===== src/rtl/diag_check_detector_if.sv =====
// Request/result and scanner signals shared by the diagonal check detector and its
// surroundings (check logic on one side, diagonal ray scanner on the other).
interface diag_check_detector_if;
    logic         start;
    logic [5:0]   king_pos;
    logic         king_color;
    logic [255:0] big_board;
    logic [1:0]   scan_dir;
    logic [5:0]   scan_origin;
    logic [5:0]   scan_near_pos;
    logic [2:0]   scan_near_piece;
    logic         busy;
    logic         done;
    logic         in_check;
    logic [3:0]   attack_mask;
    logic [5:0]   attacker_pos;

    modport slave (
        input  start, king_pos, king_color, big_board, scan_near_pos, scan_near_piece,
        output scan_dir, scan_origin, busy, done, in_check, attack_mask, attacker_pos
    );

    modport master (
        output start, king_pos, king_color, big_board, scan_near_pos, scan_near_piece,
        input  scan_dir, scan_origin, busy, done, in_check, attack_mask, attacker_pos
    );
endinterface


===== src/rtl/diag_check_detector.sv =====
// Steps the diagonal ray scanner through all four directions from a latched king square
// and flags bishops, queens and correctly-facing enemy pawns that attack the king.
module diag_check_detector #(
    parameter int SCAN_LATENCY = 2
) (
    input  logic                 clk,
    input  logic                 reset,
    diag_check_detector_if.slave bus,
    output logic [2:0]           dbg_state
);
    // Handshake: start is sampled only in IDLE; busy is high from the accept edge until
    // the edge that raises done; done is a one-cycle strobe with results valid, and the
    // results hold until the next accept.
    typedef enum logic [2:0] {
        IDLE  = 3'd0,
        ISSUE = 3'd1,
        WAIT  = 3'd2,
        EVAL  = 3'd3,
        DONE  = 3'd4
    } state_t;

    localparam logic [2:0] WAIT_LOAD = (SCAN_LATENCY >= 2) ? 3'(SCAN_LATENCY - 2) : 3'd0;

    state_t       state;
    logic [1:0]   dir;
    logic [2:0]   wait_cnt;
    logic [5:0]   king;
    logic         color;
    logic [255:0] board;

    logic [3:0]   dr;
    logic [3:0]   dc;
    logic [3:0]   adr;
    logic [3:0]   adc;
    logic [3:0]   nib;
    logic         geom_ok;
    logic         sign_ok;
    logic         type_ok;
    logic         valid_hit;
    logic         slider;
    logic         pawn_hit;
    logic         is_attacker;

    assign dbg_state = state;

    // Differences are 4-bit two's complement; bit 3 is the sign. Direction bit 0 means
    // row increases, bit 1 means column increases.
    always_comb begin
        dr          = {1'b0, bus.scan_near_pos[5:3]} - {1'b0, king[5:3]};
        dc          = {1'b0, bus.scan_near_pos[2:0]} - {1'b0, king[2:0]};
        adr         = dr[3] ? (4'd0 - dr) : dr;
        adc         = dc[3] ? (4'd0 - dc) : dc;
        nib         = board[{bus.scan_near_pos, 2'b00} +: 4];
        geom_ok     = (dr != 4'd0) && (adr == adc);
        sign_ok     = (dr[3] == ~dir[0]) && (dc[3] == ~dir[1]);
        type_ok     = (nib[2:0] != 3'b000) && (nib[2:0] == bus.scan_near_piece);
        valid_hit   = geom_ok && sign_ok && type_ok;
        slider      = (nib[2:0] == 3'b011) || (nib[2:0] == 3'b101);
        pawn_hit    = (nib[2:0] == 3'b001) && (adr == 4'd1) && (dir[0] == color);
        is_attacker = valid_hit && (nib[3] != color) && (slider || pawn_hit);
    end

    always_ff @(posedge clk) begin
        if (reset) begin
            state            <= IDLE;
            dir              <= 2'd0;
            wait_cnt         <= 3'd0;
            king             <= 6'd0;
            color            <= 1'b0;
            board            <= '0;
            bus.scan_dir     <= 2'd0;
            bus.scan_origin  <= 6'd0;
            bus.busy         <= 1'b0;
            bus.done         <= 1'b0;
            bus.in_check     <= 1'b0;
            bus.attack_mask  <= 4'd0;
            bus.attacker_pos <= 6'd0;
        end else begin
            case (state)
                IDLE: begin
                    bus.done <= 1'b0;
                    if (bus.start) begin
                        king             <= bus.king_pos;
                        color            <= bus.king_color;
                        board            <= bus.big_board;
                        dir              <= 2'd0;
                        bus.scan_dir     <= 2'd0;
                        bus.scan_origin  <= bus.king_pos;
                        bus.busy         <= 1'b1;
                        bus.in_check     <= 1'b0;
                        bus.attack_mask  <= 4'd0;
                        bus.attacker_pos <= 6'd0;
                        state            <= ISSUE;
                    end
                end
                ISSUE: begin
                    wait_cnt <= WAIT_LOAD;
                    state    <= (SCAN_LATENCY >= 2) ? WAIT : EVAL;
                end
                WAIT: begin
                    if (wait_cnt == 3'd0) begin
                        state <= EVAL;
                    end else begin
                        wait_cnt <= wait_cnt - 3'd1;
                    end
                end
                EVAL: begin
                    if (is_attacker) begin
                        bus.attack_mask[dir] <= 1'b1;
                        // Directions run in ascending order, so the first hit is the lowest.
                        if (bus.attack_mask == 4'd0) begin
                            bus.attacker_pos <= bus.scan_near_pos;
                        end
                    end
                    if (dir == 2'd3) begin
                        state <= DONE;
                    end else begin
                        dir          <= dir + 2'd1;
                        bus.scan_dir <= dir + 2'd1;
                        state        <= ISSUE;
                    end
                end
                DONE: begin
                    bus.in_check <= |bus.attack_mask;
                    bus.done     <= 1'b1;
                    bus.busy     <= 1'b0;
                    state        <= IDLE;
                end
                default: begin
                    state <= IDLE;
                end
            endcase
        end
    end
endmodule


===== src/flat_wrapper.sv =====
// flat-port wrapper written by rule: the top's interface ports become plain ports
module diag_check_detector_flat 
#(
    parameter int SCAN_LATENCY = 2
)
  (clk, reset, dbg_state, bus_start, bus_king_pos, bus_king_color, bus_big_board, bus_scan_near_pos, bus_scan_near_piece, bus_scan_dir, bus_scan_origin, bus_busy, bus_done, bus_in_check, bus_attack_mask, bus_attacker_pos);
  diag_check_detector_if bus_i ();
  input  logic clk;
  input  logic reset;
  output logic [2:0] dbg_state;
  input wire logic [$bits(bus_i.start)-1:0] bus_start;
  input wire logic [$bits(bus_i.king_pos)-1:0] bus_king_pos;
  input wire logic [$bits(bus_i.king_color)-1:0] bus_king_color;
  input wire logic [$bits(bus_i.big_board)-1:0] bus_big_board;
  input wire logic [$bits(bus_i.scan_near_pos)-1:0] bus_scan_near_pos;
  input wire logic [$bits(bus_i.scan_near_piece)-1:0] bus_scan_near_piece;
  output wire logic [$bits(bus_i.scan_dir)-1:0] bus_scan_dir;
  output wire logic [$bits(bus_i.scan_origin)-1:0] bus_scan_origin;
  output wire logic [$bits(bus_i.busy)-1:0] bus_busy;
  output wire logic [$bits(bus_i.done)-1:0] bus_done;
  output wire logic [$bits(bus_i.in_check)-1:0] bus_in_check;
  output wire logic [$bits(bus_i.attack_mask)-1:0] bus_attack_mask;
  output wire logic [$bits(bus_i.attacker_pos)-1:0] bus_attacker_pos;
  assign bus_i.start = bus_start;
  assign bus_i.king_pos = bus_king_pos;
  assign bus_i.king_color = bus_king_color;
  assign bus_i.big_board = bus_big_board;
  assign bus_i.scan_near_pos = bus_scan_near_pos;
  assign bus_i.scan_near_piece = bus_scan_near_piece;
  assign bus_scan_dir = bus_i.scan_dir;
  assign bus_scan_origin = bus_i.scan_origin;
  assign bus_busy = bus_i.busy;
  assign bus_done = bus_i.done;
  assign bus_in_check = bus_i.in_check;
  assign bus_attack_mask = bus_i.attack_mask;
  assign bus_attacker_pos = bus_i.attacker_pos;
  diag_check_detector #(.SCAN_LATENCY(SCAN_LATENCY)) u_core (.clk(clk), .reset(reset), .bus(bus_i), .dbg_state(dbg_state));
endmodule

===== config.mk =====
export PLATFORM = sky130hd
export DESIGN_NAME = diag_check_detector_flat
export DESIGN_NICKNAME = d
export VERILOG_FILES = /design/src/rtl/diag_check_detector_if.sv /design/src/rtl/diag_check_detector.sv /design/src/flat_wrapper.sv
export SDC_FILE = /design/constraint.sdc
export NUM_CORES = 1
export LEC_CHECK = 0
export BUFFER_PORTS_ARGS = -buffer_cell sky130_fd_sc_hd__buf_4
export CAP_MARGIN = 20
export CORE_MARGIN = 2
export CORE_UTILIZATION = 58
export CTS_BUF_LIST = sky130_fd_sc_hd__clkbuf_4 sky130_fd_sc_hd__clkbuf_8 sky130_fd_sc_hd__clkbuf_16
export DETAILED_ROUTE_END_ITERATION = 8
export GPL_ROUTABILITY_DRIVEN = 0
export PLACE_DENSITY = 0.83
export REMOVE_ABC_BUFFERS = 1
export SYNTH_ARGS = -nofsm -noshare
export SYNTH_HDL_FRONTEND = slang
export SYNTH_SLANG_ARGS = --single-unit

===== constraint.sdc =====
create_clock -name clk -period 7.29 [get_ports clk]
set_input_delay 2.187 -clock clk [delete_from_list [all_inputs] [get_ports clk]]
set_output_delay 2.187 -clock clk [all_outputs]
set_load 0.05 [all_outputs]

# ---- Word level (Yosys, flattened, before mapping)
# Index checks and enable logic that the tools add are counted.
# W data, S select, Z words.
dict set report totals {
  out_inout_bits 24
  in_bits 275
  wordCells 97
  reg_bits 284
}
dict set report classes {
  mux 25
  bitwise 3
  eq_ne 21
  magnitude_cmp 2
  reduce_logical 28
  addsub 6
  n_shift 1
}
# operator n
set ops {}
lappend ops {{$shiftx A256 B9 Y4} 1}
lappend ops {{$mux W6} 3}
lappend ops {{$mux W4} 4}
lappend ops {{$mux W3} 4}
lappend ops {{$pmux W3 S4} 1}
lappend ops {{$pmux W6 S2} 1}
lappend ops {{$logic_and A1 B1 Y1} 10}
lappend ops {{$eq A3 B2 Y1 const B} 3}
lappend ops {{$pmux W4 S2} 1}
lappend ops {{$reduce_and A2 Y1} 4}
lappend ops {{$sub A1 B4 Y4 const A} 2}
lappend ops {{$sub A3 B3 Y4} 2}
lappend ops {{$eq A3 B1 Y1 const B} 2}
lappend ops {{$eq A3 B3 Y1 const B} 2}
lappend ops {{$logic_not A3 Y1} 2}
lappend ops {{$ne A2 B1 Y1 const B} 3}
lappend ops {{$ne A2 B2 Y1 const B} 3}
lappend ops {{$pmux W1 S2} 3}
lappend ops {{$pmux W3 S2} 1}
lappend ops {{$reduce_and A3 Y1} 2}
lappend ops {{$reduce_bool A2 Y1} 3}
lappend ops {{$eq A4 B1 Y1 const B} 1}
lappend ops {{$eq A4 B4 Y1} 1}
lappend ops {{$logic_not A4 Y1} 1}
lappend ops {{other kinds (19)} 26}

# ---- Longest topological paths before layout
dict set report depth {
  depth_word 11
  mapped_depth 17
  ltp_nobuf 14
}

# ---- Worst setup path before layout
# No wires, ideal clock.
dict set report synth_timing {
  path_kind {input to register}
  from {in bus_scan_near_pos[0]}
  to {reg u_core.bus.attacker_pos[0]}
  arrival_ns 5.563
  path_slack_ns 1.651
  path_buffers 3
  path_stages 17
  cell_sequence {buf_6 buf_6 buf_2 inv_1 ha_1 inv_1 fa_1 inv_1 ha_1 or3b_2 o31ai_1 xor2_1 xnor2_1 o2111ai_1 nor4bb_1 o2111ai_2 o22ai_1}
}
dict set report synth_between {
  elab_chain_cells 11
  word_cells_on_any_way 28
}
# item line_no
set synth_lines {}
lappend synth_lines {{start: declaration} flat_wrapper.sv:15} ;# input wire logic [$bits(bus_i.scan_near_pos)-1:0] bus_scan_near_pos;
lappend synth_lines {{$sub A3 B3 Y4} diag_check_detector.sv:50} ;# dc = {1'b0, bus.scan_near_pos[2:0]} - {1'b0, king[2:0]};
lappend synth_lines {{$sub A1 B4 Y4} diag_check_detector.sv:52} ;# adc = dc[3] ? (4'd0 - dc) : dc;
lappend synth_lines {{$mux W4} diag_check_detector.sv:52}
lappend synth_lines {{$eq A4 B4 Y1} diag_check_detector.sv:54} ;# geom_ok = (dr != 4'd0) && (adr == adc);
lappend synth_lines {{$logic_and A1 B1 Y1} diag_check_detector.sv:54}
lappend synth_lines {{$logic_and A1 B1 Y1 (2 in series)} diag_check_detector.sv:57} ;# valid_hit = geom_ok && sign_ok && type_ok;
lappend synth_lines {{$logic_and A1 B1 Y1 (2 in series)} diag_check_detector.sv:60} ;# is_attacker = valid_hit && (nib[3] != color) && (slider || pawn_hit);
lappend synth_lines {{$ne A2 B1 Y1 (no source line)} -}
lappend synth_lines {{$reduce_and A4 Y1 (no source line)} -}
lappend synth_lines {{end signal: assignment} diag_check_detector.sv:112} ;# bus.attacker_pos <= bus.scan_near_pos;
lappend synth_lines {{end: declaration} diag_check_detector_if.sv:20} ;# output scan_dir, scan_origin, busy, done, in_check, attack_mask, attacker_pos
# Parallel ways exist; a longest one is shown, timed or not. The select of a mux whose other input is x is not followed.
# A chain may end at the register's enable or synchronous reset.

# ---- Worst setup path in the final report
dict set report layout_timing {
  from {in bus_scan_near_pos[3]}
  to {reg u_core.bus.attacker_pos[0]}
}
dict set report layout_between {
  elab_chain_cells 11
  word_cells_on_any_way 27
}
# item line_no
set layout_lines {}
lappend layout_lines {{$sub A3 B3 Y4} diag_check_detector.sv:49} ;# dr = {1'b0, bus.scan_near_pos[5:3]} - {1'b0, king[5:3]};
lappend layout_lines {{$sub A1 B4 Y4} diag_check_detector.sv:51} ;# adr = dr[3] ? (4'd0 - dr) : dr;
lappend layout_lines {{$mux W4} diag_check_detector.sv:51}
lappend layout_lines {{$eq A4 B4 Y1} diag_check_detector.sv:54}
lappend layout_lines {{$logic_and A1 B1 Y1} diag_check_detector.sv:54}
lappend layout_lines {{$logic_and A1 B1 Y1 (2 in series)} diag_check_detector.sv:57}
lappend layout_lines {{$logic_and A1 B1 Y1} diag_check_detector.sv:60}
lappend layout_lines {{$logic_and A1 B1 Y1 (*)} diag_check_detector.sv:60}
lappend layout_lines {{$ne A2 B1 Y1 (no source line) (*)} -}
lappend layout_lines {{$reduce_and A4 Y1 (no source line) (*)} -}
# Mark *: on every way between the ends. The rest lies on a longest branch, timed or not.

==> run_results.csv <==
group,metric,value,unit
clocking,clk_latency,0.54,ns
grt,antenna_found_initial,1,
critical_path,critical_path_required,7.74,ns
run,max_cap_violations,0,
critical_path,cp_slowest_cell,"fa_1",
power,vdd_drop_max,0.0002161,V
grt,grt_pass1_wl,55.74,mm
floorplanning,die-area,23410,sq um
sta,rsz0062_at_grt,"no",
yosys,synth_area,12880,sq um
grt,gr-total-overflow,0,
sta,fmax,186.6,MHz
clocking,root_buffer,"clkbuf_16",
clocking,clockBufferDepth,3,
sta,slew_viol_final,0,
place,dpl-instance-area,15000,sq um
sta,clock_skew,0.01232,ns
yosys,syn_inst,1551,
yosys,ys_ff_latch,284,
yosys,synth_cell_types,71,
cells_and_area,final_common_cell,"nand2_1",
floorplanning,fp-row-count,54,
critical_path,crit_path_frequent_cell,"inv_1",
route,vias,11730,
critical_path,cp_max_fo,19,
sta,hold_ws,0.4496,ns
sta,relSlewSlack,0.3052,
sta,min_period_over_period,0.7352,
clocking,cts.sinks,284,
route,drt_pass1_iterations,5,
power,leakage,0.006596,uW
critical_path,start_kind,"input port",
place,place_inst,2017,
sta,min_period,5.360,ns
yosys,synthFlopType,"dfxtp_1",
cells_and_area,syn2layout_area_growth,23.95,%
place,place.port_buffers,298,
sta,hold_violations,0,
grt,grt_usage,0.2872,
critical_path,setup.worst_path.class,"in -> reg",
route,ant_nets,0,
run_status,status,"completed",
cells_and_area,drive_gt1_frac,0.2290,
critical_path,endpoint_kind,"flop",
yosys,seq_area_frac_synth,0.4415,
cells_and_area,fin_nets,2059,
clocking,hold_buffers,0,
critical_path,worstPathArrival,5.81,ns
floorplanning,start_util,0.5901,
clocking,htreeDepth,1,
yosys,avgSynthCellArea,8.303,sq um
sta,setup_viol,0,
yosys,yosys_warnings,0,
route,via_per_inst,5.676,
floorplanning,fp.dieH,153.0,um
clocking,postCtsSetupBuffers,0,
yosys,synthArstFlopShare,0,
clocking,clkTransAtPathRegs,0.06,ns
cells_and_area,final_area,15960,sq um
sta,worst_pin_slew,1.042,ns
floorplanning,coreArea,21820,sq um
worst_hold_path,hold_class,"reg -> reg",
grt,grt_max_degree,168,
route,post_drt_wl_per_cell,16.83,um
power,p_total,3920,uW
clocking,cts_resized,0,
cells_and_area,finalNonFillerCells,2067,
critical_path,cp_cell_sequence,"buf_4 -> inv_1 -> ha_1 -> inv_1 -> fa_1 -> inv_1 -> ha_1 -> or3b_2 -> o31ai_1 -> xor2_1 -> xnor2_1 -> o2111ai_1 -> nor4bb_1 -> o2111ai_2 -> o22ai_1",
cells_and_area,final_cell_mix,"569 x nand2_1, 302 x buf_4, 284 x dfxtp_1",
route,drt_iter0_drc,821,
clocking,cts_buffers,29,
clocking,cts_tree,"yes",
power,power_density,245.6,nW/um^2
route,drc,0,
yosys,synth_edf_count,0,
grt,first_global_vias,11430,
critical_path,critPathMaxStageDelay,0.52,ns
floorplanning,io_pins,299,
route,routed_wl,34.80,mm
floorplanning,die_x,153.0,um
place,dp_hpwl,23.39,mm
==> stage by stage <==
| step | setup WS [ns] | setup TNS [ns] | util |
|---|---|---|---|
| after CTS | 2.000 | 0 | 0.7313 |
| final | 1.930 | 0 | 0.7314 |
| after global placement | 1.648 | 0 | 0.6872 |
| after global routing | 1.763 | 0 | 0.7314 |
| after floorplan | -1.090 | -10.71 | - |
| after detailed placement | 1.440 | 0 | 0.6872 |
==> final timing paths <==
| check | depth (start not counted) | to | slack (ns) | from |
|---|---|---|---|---|
| max | 15 | u_core.bus.attacker_pos[0]$_SDFFE_PP0P_ | 1.93 | bus_scan_near_pos[3] |
| min | 2 | u_core.board[81]$_SDFFE_PP0P_ | 0.45 | u_core.board[81]$_SDFFE_PP0P_ |
| max reg2reg | 13 | u_core.bus.attacker_pos[0]$_SDFFE_PP0P_ | 3.55 | u_core.king[0]$_SDFFE_PP0P_ |
| min reg2reg | 2 | u_core.board[81]$_SDFFE_PP0P_ | 0.45 | u_core.board[81]$_SDFFE_PP0P_ |
==> area by class of cell <==
class,instances,area (sq um)
fill,1688,5862
timing repair buffer,305,2321
clock inverter,6,86.33
clock buffer,43,874.6
antenna,1,2.502
inverter,24,90.09
multi-input combinational,1124,6551
sequential,284,5685
tap,280,350.3
==> cells in the mapped netlist (all sizes together) (2+ instances only) <==
cell type	count	share of area
o2111ai	4	0.0032
xnor2	2	0.0014
o21ai	10	0.0039
or3b	2	0.0014
clkbuf	99	0.029
buf	20	0.015
nor2	13	0.0038
nand3	7	0.0035
inv	23	0.0067
o211ai	3	0.0017
o21bai	2	0.0012
ha	14	0.014
nor4	6	0.0046
o31ai	4	0.0027
a22oi	26	0.015
and3b	2	0.0014
mux2i	32	0.025
nor3b	4	0.0023
nor2b	12	0.0058
and3	7	0.0035
o21a	2	0.0013
o221ai	3	0.0020
fa	2	0.0031
dfxtp	284	0.44
mux2	7	0.0061
a21oi	278	0.11
a31oi	3	0.0015
or2	3	0.0015
and2	8	0.0041
nand2	570	0.17
o22ai	7	0.0034
and4	3	0.0020
mux4	49	0.091
a211oi	3	0.0017
a21o	2	0.0012
a2111oi	2	0.0015
nor4b	2	0.0014
xor2	5	0.0034
nor3	10	0.0039
==> metal layers <==
metal	wire, um	track usage
met5	0	0
met4	1526	0.1230
met3	2539	0.04196
met2	16900	0.4892
met1	13830	0.3660
==> power by group <==
group / internal (uW) / switching (uW)
Combinational: 299 / 389
Clock: 893 / 593
Sequential: 1680 / 67.1
Total: 2870 / 1050
==> flip-flops by register name, indices dropped and copies added, names as in the netlist <==
register                 flops
u_core.wait_cnt              3
u_core.bus.attacker_pos      6
u_core.king                  6
u_core.bus.scan_dir          2
u_core.board               256
u_core.bus.attack_mask       4
u_core.dbg_state             3
u_core.bus.in_check          1
u_core.bus.done              1
u_core.color                 1
u_core.bus.busy              1
==> worst max-delay path: cells and delay by family <==
kind	cells	cell delay, ns
XOR/XNOR	2	0.40
adder cells (fa/ha/maj)	3	0.93
AND/OR/NAND/NOR	2	0.88
AO/OA/AOI/OAI	4	0.95
buffers and inverters	4	0.46
==> logic make-up (layout without fill, tap and decap cells) <==
kind of cell	Yosys count	after routing	share of synthesized area
AO/OA/AOI/OAI	358	358	0.1554
other	0	1	0
buffers and inverters	143	378	0.05052
adder cells (fa/ha/maj)	16	16	0.01671
multiplexers	88	88	0.1222
flip-flops	284	284	0.4415
AND/OR/NAND/NOR	655	655	0.2089
XOR/XNOR	7	7	0.004761
Note: power is estimated with default switching activity, not from simulation.
